**config.mk**
```make
export PLATFORM = sky130hd
export DESIGN_NAME = inv_mixcolumns_flat
export DESIGN_NICKNAME = d
export VERILOG_FILES = /design/src/rtl/inv_mixcolumns_if.sv /design/src/rtl/inv_mixcolumns.sv /design/src/flat_wrapper.sv
export SDC_FILE = /design/constraint.sdc
export NUM_CORES = 1
export LEC_CHECK = 0
export BUFFER_PORTS_ARGS = -buffer_cell sky130_fd_sc_hd__clkbuf_2
export CAP_MARGIN = 20
export CELL_PAD_IN_SITES_DETAIL_PLACEMENT = 0
export CELL_PAD_IN_SITES_GLOBAL_PLACEMENT = 1
export CORE_MARGIN = 2
export CORE_UTILIZATION = 47
export CTS_BUF_LIST = sky130_fd_sc_hd__clkbuf_16
export DETAILED_ROUTE_END_ITERATION = 16
export GPL_ROUTABILITY_DRIVEN = 0
export PLACE_DENSITY_LB_ADDON = 0.1
export SYNTH_ARGS = -nofsm -noshare
export SYNTH_HDL_FRONTEND = slang
export SYNTH_SLANG_ARGS = --single-unit
```
**constraint.sdc**
```tcl
create_clock -name clk -period 4.2 [get_ports clk]
set_input_delay 0.42 -clock clk [delete_from_list [all_inputs] [get_ports clk]]
set_output_delay 0.42 -clock clk [all_outputs]
set_load 0.01 [all_outputs]
```
**src/rtl/inv_mixcolumns_if.sv**
```systemverilog
// rtl/inv_mixcolumns_if.sv - start/done handshake and state bus for the InvMixColumns engine
interface inv_mixcolumns_if;
   logic         ena;
   logic [127:0] state_in;
   logic [127:0] state_out;
   logic         done;
   logic         busy;

   modport master (
      output ena,
      output state_in,
      input  state_out,
      input  done,
      input  busy
   );

   modport slave (
      input  ena,
      input  state_in,
      output state_out,
      output done,
      output busy
   );
endinterface

```
**src/rtl/inv_mixcolumns.sv**
```systemverilog
// rtl/inv_mixcolumns.sv - iterative AES InvMixColumns engine; INV_MIXCOLUMNS_UNROLL_EN selects four parallel column multipliers
module inv_mixcolumns (
   input  logic              clk,
   input  logic              rst,
   inv_mixcolumns_if.slave   bus
);

   typedef enum logic [1:0] {
      IDLE = 2'd0,
      CALC = 2'd1,
      DONE = 2'd2
   } fsm_t;

   fsm_t         fsm;
   logic [127:0] work;
   logic [127:0] result;
   logic [127:0] state_out_r;
   logic         done_r;
   logic         busy_r;

   function automatic logic [7:0] xtime(input logic [7:0] b);
      xtime = {b[6:0], 1'b0} ^ (b[7] ? 8'h1b : 8'h00);
   endfunction

   // Inverse MixColumns on one column; byte r of the column is row r.
   function automatic logic [31:0] inv_col(input logic [31:0] c);
      logic [7:0] a  [4];
      logic [7:0] m9 [4];
      logic [7:0] mb [4];
      logic [7:0] md [4];
      logic [7:0] me [4];
      logic [7:0] x2, x4, x8;
      logic [31:0] r;
      for (int i = 0; i < 4; i++) begin
         a[i]  = c[8*i +: 8];
         x2    = xtime(a[i]);
         x4    = xtime(x2);
         x8    = xtime(x4);
         m9[i] = x8 ^ a[i];
         mb[i] = x8 ^ x2 ^ a[i];
         md[i] = x8 ^ x4 ^ a[i];
         me[i] = x8 ^ x4 ^ x2;
      end
      r = '0;
      for (int i = 0; i < 4; i++) begin
         r[8*i +: 8] = me[i] ^ mb[(i + 1) % 4] ^ md[(i + 2) % 4] ^ m9[(i + 3) % 4];
      end
      inv_col = r;
   endfunction

`ifdef INV_MIXCOLUMNS_UNROLL_EN
   logic [127:0] all_cols;

   assign all_cols = {inv_col(work[127:96]), inv_col(work[95:64]),
                      inv_col(work[63:32]),  inv_col(work[31:0])};

   // Control FSM with all four columns computed in the single CALC cycle.
   always_ff @(posedge clk) begin
      if (rst) begin
         fsm         <= IDLE;
         work        <= '0;
         result      <= '0;
         state_out_r <= '0;
         done_r      <= 1'b0;
         busy_r      <= 1'b0;
      end else begin
         done_r <= 1'b0;
         case (fsm)
            IDLE: begin
               if (bus.ena) begin
                  work   <= bus.state_in;
                  busy_r <= 1'b1;
                  fsm    <= CALC;
               end
            end
            CALC: begin
               result <= all_cols;
               fsm    <= DONE;
            end
            DONE: begin
               state_out_r <= result;
               done_r      <= 1'b1;
               busy_r      <= 1'b0;
               fsm         <= IDLE;
            end
            default: fsm <= IDLE;
         endcase
      end
   end
`else
   logic [1:0]  col;
   logic [31:0] col_out;

   // The single shared multiplier is steered by the column counter.
   assign col_out = inv_col(work[{col, 5'b00000} +: 32]);

   // Control FSM walking one column per CALC cycle into the result register.
   always_ff @(posedge clk) begin
      if (rst) begin
         fsm         <= IDLE;
         col         <= 2'd0;
         work        <= '0;
         result      <= '0;
         state_out_r <= '0;
         done_r      <= 1'b0;
         busy_r      <= 1'b0;
      end else begin
         done_r <= 1'b0;
         case (fsm)
            IDLE: begin
               if (bus.ena) begin
                  work   <= bus.state_in;
                  col    <= 2'd0;
                  busy_r <= 1'b1;
                  fsm    <= CALC;
               end
            end
            CALC: begin
               result[{col, 5'b00000} +: 32] <= col_out;
               col <= col + 2'd1;
               if (col == 2'd3) begin
                  fsm <= DONE;
               end
            end
            DONE: begin
               state_out_r <= result;
               done_r      <= 1'b1;
               busy_r      <= 1'b0;
               fsm         <= IDLE;
            end
            default: fsm <= IDLE;
         endcase
      end
   end
`endif

   assign bus.state_out = state_out_r;
   assign bus.done      = done_r;
   assign bus.busy      = busy_r;

endmodule
```
**src/flat_wrapper.sv**
```systemverilog
// flat-port wrapper written by rule: the top's interface ports become plain ports
module inv_mixcolumns_flat 
  (clk, rst, bus_ena, bus_state_in, bus_state_out, bus_done, bus_busy);
  inv_mixcolumns_if bus_i ();
  input  logic clk;
  input  logic rst;
  input wire logic [$bits(bus_i.ena)-1:0] bus_ena;
  input wire logic [$bits(bus_i.state_in)-1:0] bus_state_in;
  output wire logic [$bits(bus_i.state_out)-1:0] bus_state_out;
  output wire logic [$bits(bus_i.done)-1:0] bus_done;
  output wire logic [$bits(bus_i.busy)-1:0] bus_busy;
  assign bus_i.ena = bus_ena;
  assign bus_i.state_in = bus_state_in;
  assign bus_state_out = bus_i.state_out;
  assign bus_done = bus_i.done;
  assign bus_busy = bus_i.busy;
  inv_mixcolumns u_core (.clk(clk), .rst(rst), .bus(bus_i));
endmodule
```
# Yosys cells after proc, flatten, opt, wreduce, memory -nomap -nowiden
# Index checks and enable logic that the tools add are counted.
# totals
elab_cells,93
ff_bits,390
input_bits,131
out_inout_bits,130
# classes
n_reduce_logical,7
shifts,3
eq_ne,5
bitwise_logic,48
addsub,2
muxes,21
# ops
op,n
$xor A8 B8 Y8,48
$bwmux W128,1
$shift A32 B9 Y128 const A,1
$shiftx A128 B8 Y32,1
$shiftx A32 B9 Y128,1
$mux W5,12
$neg A7 Y9,1
$pmux W2 S2,2
$reduce_and A2 Y1,4
$mux W2,3
$eq A2 B2 Y1 const B,2
$reduce_bool A2 Y1,2
$add A2 B1 Y2 const B,1
$eq A2 B1 Y1 const B,1
$logic_not A2 Y1,1
$mux W1,2
$ne A2 B1 Y1 const B,1
$ne A2 B2 Y1 const B,1
$pmux W1 S2,1

# Depth between registers and ports, before layout
# Gate-level depths: netlist (run 1).
# logic_depth
word_depth,14
mapped_depth,10
ltp_nobuf,7

# Worst setup path before layout (run 1)
# Ideal clock, no wire load.
# synth_timing
path_type,reg2reg
start,register u_core.col[0]
end,register u_core.result[109]
arrival_time_ns,2.760
path_slack_ns,1.312
path_stages_with_launch,10
path_buffers,2
path_cell_list,dfxtp_1 -> buf_6 -> buf_12 -> mux4_2 -> xnor2_4 -> xnor2_2 -> xor2_1 -> xnor3_1 -> a22oi_1 -> nor2_1
# synth_between
elab_chain_cells,12
# synth_rtl
element,line,text
start: declaration,inv_mixcolumns.sv:91,logic [1:0] col;
start signal: assignment,inv_mixcolumns.sv:120,col <= col + 2'd1;
$shiftx A128 B8 Y32,inv_mixcolumns.sv:95,"assign col_out = inv_col(work[{col, 5'b00000} +: 32]);"
$xor A8 B8 Y8 or $mux W5 (tied branches) (2 in series),inv_mixcolumns.sv:22,"xtime = {b[6:0], 1'b0} ^ (b[7] ? 8'h1b : 8'h00);"
$mux W5 or $xor A8 B8 Y8 (tied branches),inv_mixcolumns.sv:22,
$xor A8 B8 Y8,inv_mixcolumns.sv:22,
"$xor A8 B8 Y8, on equally long branches","inv_mixcolumns.sv:41, inv_mixcolumns.sv:42, inv_mixcolumns.sv:40",
"$xor A8 B8 Y8, on equally long branches","inv_mixcolumns.sv:42, inv_mixcolumns.sv:40",
$xor A8 B8 Y8 (3 in series),inv_mixcolumns.sv:46,r[8*i +: 8] = me[i] ^ mb[(i + 1) % 4] ^ md[(i + 2) % 4] ^ m9[(i + 3) % 4];
$shiftx A32 B9 Y128,inv_mixcolumns.sv:119,"result[{col, 5'b00000} +: 32] <= col_out;"
$bwmux W128 *,inv_mixcolumns.sv:119,
end signal: indexed assignment,inv_mixcolumns.sv:119,
end: declaration,inv_mixcolumns.sv:16,logic [127:0] result;
# Every way passes the cells marked *; elsewhere a longest branch is shown, timed or not.
# A chain may end at the register's enable or synchronous reset.

# Final worst setup path (run 1)
# layout_timing
start,register u_core.col[0]
end,register u_core.result[108]
# Same word-level chain as after synthesis.

==> summary.md, run 1 <==
| Metric | Value |
|---|---|
| Status | finished clean |
| Slew HR | 23.48% |
| Area growth syn-to-layout | 18.43% |
| Fin area | between 0.015 and 0.02 mm^2 |
| Syn_nets | ~1,600 |
| Power share of the combinational group | 27.0% |
| Post-CTS Setup Bufs | 0 |
| Core area | between 0.03 and 0.04 mm^2 |
| Max Cap Violations | 0 |
| Detail Placement HPWL | 28,860 um |
| Slew Limit Fails | 0 |
| Seq pwr share | between 40 and 50% |
| Final setup vio count | 0 |
| Worst Hold Depth | 3 |
| Critical setup path kind | flip-flop to flip-flop |
| Final setup margin | ~0.46 ns |
| DIE AREA | roughly 0.035 mm^2 |
| Crit path DAT | between 4 and 5 ns |
| Commonest non-fill, non-tap cell in the layout | dfxtp_1 |
| Min Tclk post-route | 3.743 ns |
| Hold path start | bus_state_in[80] |
| Critical path fanouts, max | 17 |
| FMAX | approximately 0.27 GHz |
| Worst path cell trace | buf_4, mux4_2, xnor2_1, xnor2_2, xor2_1, xnor2_1, xnor2_1, a22o_1 |
| Clock Latency Late Sink | around 0.54 ns |
| Crit share post-route | 89.12% |
| Clock transition at path regs | around 0.06 ns |
| Fraction of layout cells with a size suffix above 1 | a little under a quarter |
| Max Used Layer | met4 |
| Worst R2R End | u_core.result[108] |
| Clock skew | 0.02550 ns |
| Reg2reg setup slack | between 0.4 and 0.5 ns |
| 1st-iter DRT viols | just over 800 |
| Cell count after synthesis | approximately 1,500 |
| Sequential area share after synthesis | 50.11% |
| IO buf count | 260 |
| Vias per cell | 5.292 |
| Global Route Usage Sum | roughly a quarter |
| Placed Instance Area | 0.01729 mm^2 |
| Clock share of power | 32.9% |
| Std-Cell Rows | between 60 and 70 |
| Flop and latch count out of synthesis | a little under 400 |
| Hold-fix buffers, CTS | 0 |
| Initial antenna violation count | 0 |
| Starting Density | 47.77% |
| RSZ-0062 raised after global routing | false |
| Slowest cell on the critical path | dfxtp_2 |
| Slowest stage delay, CP | 0.74 ns |
| Slew of the pin with the lowest slew margin | about 1.1 ns |
| PwrDens | roughly 530 mW/mm^2 |
| Detailed-route wire length | a little over 40,000 um |
| LEAKAGE | ~0.0075 uW |
| DR DRC count | 0 |
| Fin nets | around 1,900 |
| H-tree Lvls | 2 |
| CTS max path bufs | 3 |
| TritonRoute pass-1 iters | 5 |
| Most frequent cells in the layout | dfxtp_1 (388), nand2_1 (260), clkbuf_2 (259) |
| Met1 Wirelength | 18,870 um |
| Gr ovfl total | 0 |
| Pin count of the biggest net entering global routing | 130 |
| Post-route setup TNS | 0 ns |
| Post-Syn Area | 0.01558 mm^2 |
| Crit start category | flip-flop |
| Place WS | roughly 0.43 ns |
| Worst r2r src | u_core.col[0] |
| P_sw | approximately 3000 uW |
| P_int | 6638 uW |
| R2R cell count | 8 |
| Vias in the first global route | between 10,000 and 15,000 |
| CP required | around 4.7 ns |
| First-pass GRT wire length | roughly 63,000 um |
| Design Power | approximately 10000 uW |
| Ports | between 200 and 300 |
| # clock sinks | a little under 400 |
| CP endpoint kind | flip-flop |
| Final hold vios | 0 |
| Clk root buf | clkbuf_16 |
| Synth cell types | 34 |
| Hold Path Class | primary input to flip-flop |
| Met3 wire len | 2201 um |
| # diodes | 0 |
| Sw frac | 31.76% |
| Yosys warnings | 0 |
| Critical path's most frequent cell | xnor2_1 |
| # fillers | around 2,900 |
| CTS tree | built |
| Die Wd | about 190 um |
| Hold path endpoint | u_core.work[80] |
| Routed len/inst | around 19 um |
| Antenna viol nets, final | 0 |
| Cts bufs inserted | 40 |
| Via count | ~12,000 |
| Mapped Avg Cell Area | a little over 10 um^2 |
| Routed length on met2 | between 15,000 and 20,000 um |
| Max IR drop VDD | 0.2785 mV |
| Die Y-Extent | between 150 and 200 um |
| CTS resizes | 0 |
==> area by class of cell <==
class	count	area (um^2)	share of cell area, %
sequential	390	7810	42.32
multi-input combinational	988	7267	39.38
timing repair buffer	301	1653	8.957
clock buffer	41	1026	5.560
tap	442	553.0	2.997
clock inverter	23	132.6	0.7187
inverter	3	11.26	0.06103
==> worst max path at each step <==
stage | startpoint | to | slack [ns] | depth (start not counted)
after CTS | u_core.col[0] | u_core.result[76] | 0.42 | 8
after floorplan | u_core.col[0] | u_core.result[109] | 1.31 | 9
after global placement | u_core.col[0] | u_core.result[76] | 0.51 | 8
final | u_core.col[0] | u_core.result[108] | 0.46 | 8
after detailed placement | u_core.col[0] | u_core.result[108] | 0.43 | 8
after global routing | u_core.col[0] | u_core.result[76] | 0.26 | 8
==> flip-flops by register name, summed over array words and instances, names as in the netlist <==
register              flops
u_core.bus.state_out    128
u_core.bus.busy           1
u_core.work             128
u_core.result           128
u_core.col                2
u_core.fsm                2
u_core.bus.done           1
==> critical path: cells and delay by family (launching register included) <==
| family | cells | cell delay, ns |
|---|---|---|
| XOR/XNOR | 5 | 1.79 |
| multiplexers | 1 | 0.65 |
| AO/OA/AOI/OAI | 1 | 0.22 |
| flip-flops | 1 | 0.74 |
| buffers and inverters | 1 | 0.27 |
==> synthesized netlist by cell type (all sizes together) <==
library cell,instances,area (um^2)
dfxtp,390,7807
nand2,260,975.9
a22o,176,1541
xnor2,149,1519
a21oi,133,665.6
clkbuf,102,382.9
nor2,84,315.3
a22oi,81,608.1
xor2,36,352.8
mux4,32,720.7
buf,22,162.6
xnor3,13,295.3
ha,6,75.07
nor2b,5,31.28
inv,3,11.26
nor4b,3,26.28
a211oi,1,7.510
mux2i,1,10.01
nand2b,1,6.260
nand3b,1,7.510
nor3,1,5.000
nor3b,1,7.510
nor4,1,6.260
o21a,1,7.510
o21bai,1,7.510
xor3,1,25.02
==> logic make-up (layout without fill, tap and decap cells) <==
group,count (synthesis),count (layout),synth area share [%]
flip-flops,390,390,50.11
multiplexers,33,33,4.690
adder cells (fa/ha/maj),6,6,0.4818
AND/OR/NAND/NOR,357,357,8.865
AO/OA/AOI/OAI,393,393,18.21
buffers and inverters,127,368,3.573
XOR/XNOR,199,199,14.07
==> per-layer routing <==
layer | global-route usage (%) | up-vias
met4 | 5.512 | 0
met1 | 32.49 | 5499
met5 | 0 | -
met3 | 3.483 | 48
li1 | - | 5687
met2 | 38.54 | 344
==> per-stage QoR <==
step                utilization (%)  instances  hold slack [ns]
floorplan                         -       1505           0.4331
detailed placement            53.02       2124           0.4455
finish                        56.57       2188           0.1152
global placement              53.02       2124           0.4410
global route                  56.57       2188           0.1036
CTS                           56.57       2188           0.1026
==> power groups by stage <==
| stage | combinational, uW | sequential, uW | clock [uW] |
|---|---|---|---|
| detailed placement | 2620 | 3990 | 0 |
| floorplan | 1650 | 3950 | 0 |
| global placement | 2590 | 3980 | 0 |
| finish | 2620 | 3910 | 3200 |
| CTS | 2630 | 3910 | 3260 |
| global route | 2780 | 3920 | 3420 |
No activity file was read; power rests on OpenSTA's default activity.
==> inputs of run 2 (changes only) <==
- CTS_CLUSTER_SIZE: unset -> 24
- REMOVE_ABC_BUFFERS: unset -> 1
==> run 2 against run 1 <==
Compared with the run above: final area decreased by 0.49%; global-route usage decreased by 0.99 points; first-iteration DRC count is 5.3% lower; total power shrank 3.8%.
==> summary.md, run 2 (synthesis gave the netlist of run 1 again) <==
| Metric | Value |
|---|---|
| Final non-filler cell total | 2,180 (-0.37%) |
| DR DRC count | 0 (unchanged) |
| Std-Cell Rows | 66 (unchanged) |
| Die Wd | 186.1 um (unchanged) |
| Clk root buf | clkbuf_16 |
| Final setup margin | 0.5893 ns (+0.1322 ns) |
| Starting Density | 47.77% (unchanged) |
| Detailed-route wire length | 39,480 um (-4.0%) |
| Worst r2r src | u_core.col[0] |
| FMAX | 0.2770 GHz (+3.7%) |
| First-pass GRT wire length | 60,780 um (-3.1%) |
| Crit path DAT | 4.08 ns (-0.13 ns) |
| Pin count of the biggest net entering global routing | 130 (unchanged) |
| Worst Hold Depth | 3 (unchanged) |
| Crit start category | flip-flop |
| Clock transition at path regs | 0.06 ns (about the same) |
| Initial antenna violation count | 0 (unchanged) |
| Hold-fix buffers, CTS | 0 (unchanged) |
| Commonest non-fill, non-tap cell in the layout | dfxtp_1 |
| CP endpoint | u_core.result[118] |
| Slew of the pin with the lowest slew margin | 1.049 ns (-0.09913 ns) |
| CP endpoint kind | flip-flop |
| Slew HR | 30.09% (+6.6 points) |
| R2R cell count | 8 (unchanged) |
| H-tree Lvls | 2 (unchanged) |
| Fraction of layout cells with a size suffix above 1 | 23.25% (-0.75 points) |
| Die Y-Extent | 186.1 um (unchanged) |
| Clock Latency Late Sink | 0.53 ns (about the same) |
| CTS resizes | 0 (unchanged) |
| Vias per cell | 5.263 (-0.54%) |
| Vias in the first global route | 10,886 (-0.82%) |
| Post-CTS Setup Bufs | 0 (unchanged) |
| Place WS | 0.5627 ns (+0.1333 ns) |
| Routed len/inst | 18.11 um (-3.6%) |
| Critical path fanouts, max | 19 (+2) |
| Core area | 0.03262 mm^2 (unchanged) |
| Max IR drop VDD | 0.2830 mV (+1.6%) |
| Worst R2R End | u_core.result[118] |
| RSZ-0062 raised after global routing | false |
| # diodes | 0 (unchanged) |
| Critical path's most frequent cell | xnor2_1 |
| CTS tree | built |
| Worst path cell trace | buf_12, mux4_2, xor2_2, xnor3_1, xnor2_1, xnor2_1, a22oi_1, nor2_1 |
| Slowest stage delay, CP | 0.73 ns (about the same) |
| Ports | 261 (unchanged) |
| CP Buf/Inv Count | 1 (unchanged) |
| Min Tclk post-route | 3.611 ns (-0.1322 ns) |
| Antenna viol nets, final | 0 (unchanged) |
| Global Route Usage Sum | 22.44% (-0.99 points) |
| Fin area | 0.01836 mm^2 (-0.49%) |
| Detail Placement HPWL | 26,810 um (-7.1%) |
| Max Cap Violations | 0 (unchanged) |
| Reg2reg setup slack | 0.59 ns (+0.13 ns) |
| 1st-iter DRT viols | 770 (-5.3%) |
| IO buf count | 260 (unchanged) |
| CTS max path bufs | 3 (unchanged) |
| Hold Path Class | primary input to flip-flop |
| Critical setup path kind | flip-flop to flip-flop |
| Clock skew | 0.01685 ns (-0.008651 ns) |
| DIE AREA | 0.03462 mm^2 (unchanged) |
| Gr ovfl total | 0 (unchanged) |
| Final setup vio count | 0 (unchanged) |
| Area growth syn-to-layout | 17.84% |
| Crit share post-route | 85.97% (-3.1 points) |
| Via count | 11,473 (-0.91%) |
| Worst setup path startpoint | u_core.col[0] |
| LEAKAGE | 0.007406 uW (-0.96%) |
| Fin nets | 1,847 (-0.75%) |
| Slew Limit Fails | 0 (unchanged) |
| Worst path top cell family by delay | XOR/XNOR gates |
| Placed Instance Area | 0.01718 mm^2 (-0.64%) |
| CP required | 4.66 ns (about the same) |
| Slowest cell on the critical path | dfxtp_2 |
| Most frequent cells in the layout | dfxtp_1 (388), nand2_1 (260), clkbuf_2 (259) |
| Cts bufs inserted | 41 (+2.5%) |
| PwrDens | 509.5 mW/mm^2 (-3.3%) |
| Critical Path Stages | 8 (unchanged) |
| # clock sinks | 390 (unchanged) |
| Final hold vios | 0 (unchanged) |
| DP Cell Count | 2,106 (-0.85%) |
| TritonRoute pass-1 iters | 5 (unchanged) |
| Status | finished clean |
[run 2: cell count changes in the layout (fill, tap and decap cells not counted)]
cell | before | now
buf_12 | 3 | 5
buf_4 | 38 | 21
bufinv_16 | 1 | 0
clkinv_1 | 5 | 16
clkinv_2 | 2 | 5
clkinvlp_4 | 2 | 0
inv_1 | 14 | 10
[run 2: power breakdown]
group | switching, uW | internal (uW) | leakage, uW
clock | 1400 | 1760 | 0.000596
sequential | 79.5 | 3830 | 0.00316
combinational | 1410 | 876 | 0.00365
[run 2: worst min path at each step]
stage / slack, ns / start / to
6_report: 0.11 / bus_state_in[74] / u_core.work[74]
5_1_grt: 0.11 / bus_state_in[126] / u_core.work[126]
4_1_cts: 0.10 / bus_state_in[74] / u_core.work[74]
3_5_place_dp: 0.44 / u_core.work[89] / u_core.work[89]
3_3_place_gp: 0.44 / u_core.work[7] / u_core.work[7]
2_1_floorplan: 0.43 / u_core.work[64] / u_core.work[64]
[run 2: tightest hold or removal path, delay by kind of cell]
family | cells | cell delay, ns
and+or+nand+nor | 1 | 0.04
AOI/OAI and AO/OA | 1 | 0.05
buffers and inverters | 1 | 0.08
[run 2: area by class of cell]
cell class,count,area (um^2)
fillers,2994,14260
clock buffers,41,1026
flip-flops and latches,390,7810
well taps,442,553.0
inverters,3,11.26
clock inverters,30,128.9
multi-input cells,988,7267
repair buffers,286,1565
[run 2: through the flow]
stage	TNS (ns)	utilization (%)	total power [uW]	hold WS, ns
6_report	0	56.29	9355	0.1126
5_1_grt	0	56.29	9768	0.1129
4_1_cts	0	56.22	9430	0.1004
3_5_place_dp	0	52.68	6283	0.4435
3_3_place_gp	0	52.68	6255	0.4392
2_1_floorplan	-632.94	-	5552	0.4271
[run 2: metal layers]
layer | wire length, um | GRT usage [%]
met1 | 18700 | 32.04
met2 | 17990 | 35.72
met3 | 2048 | 3.189
met4 | 747 | 5.732
met5 | 0 | 0
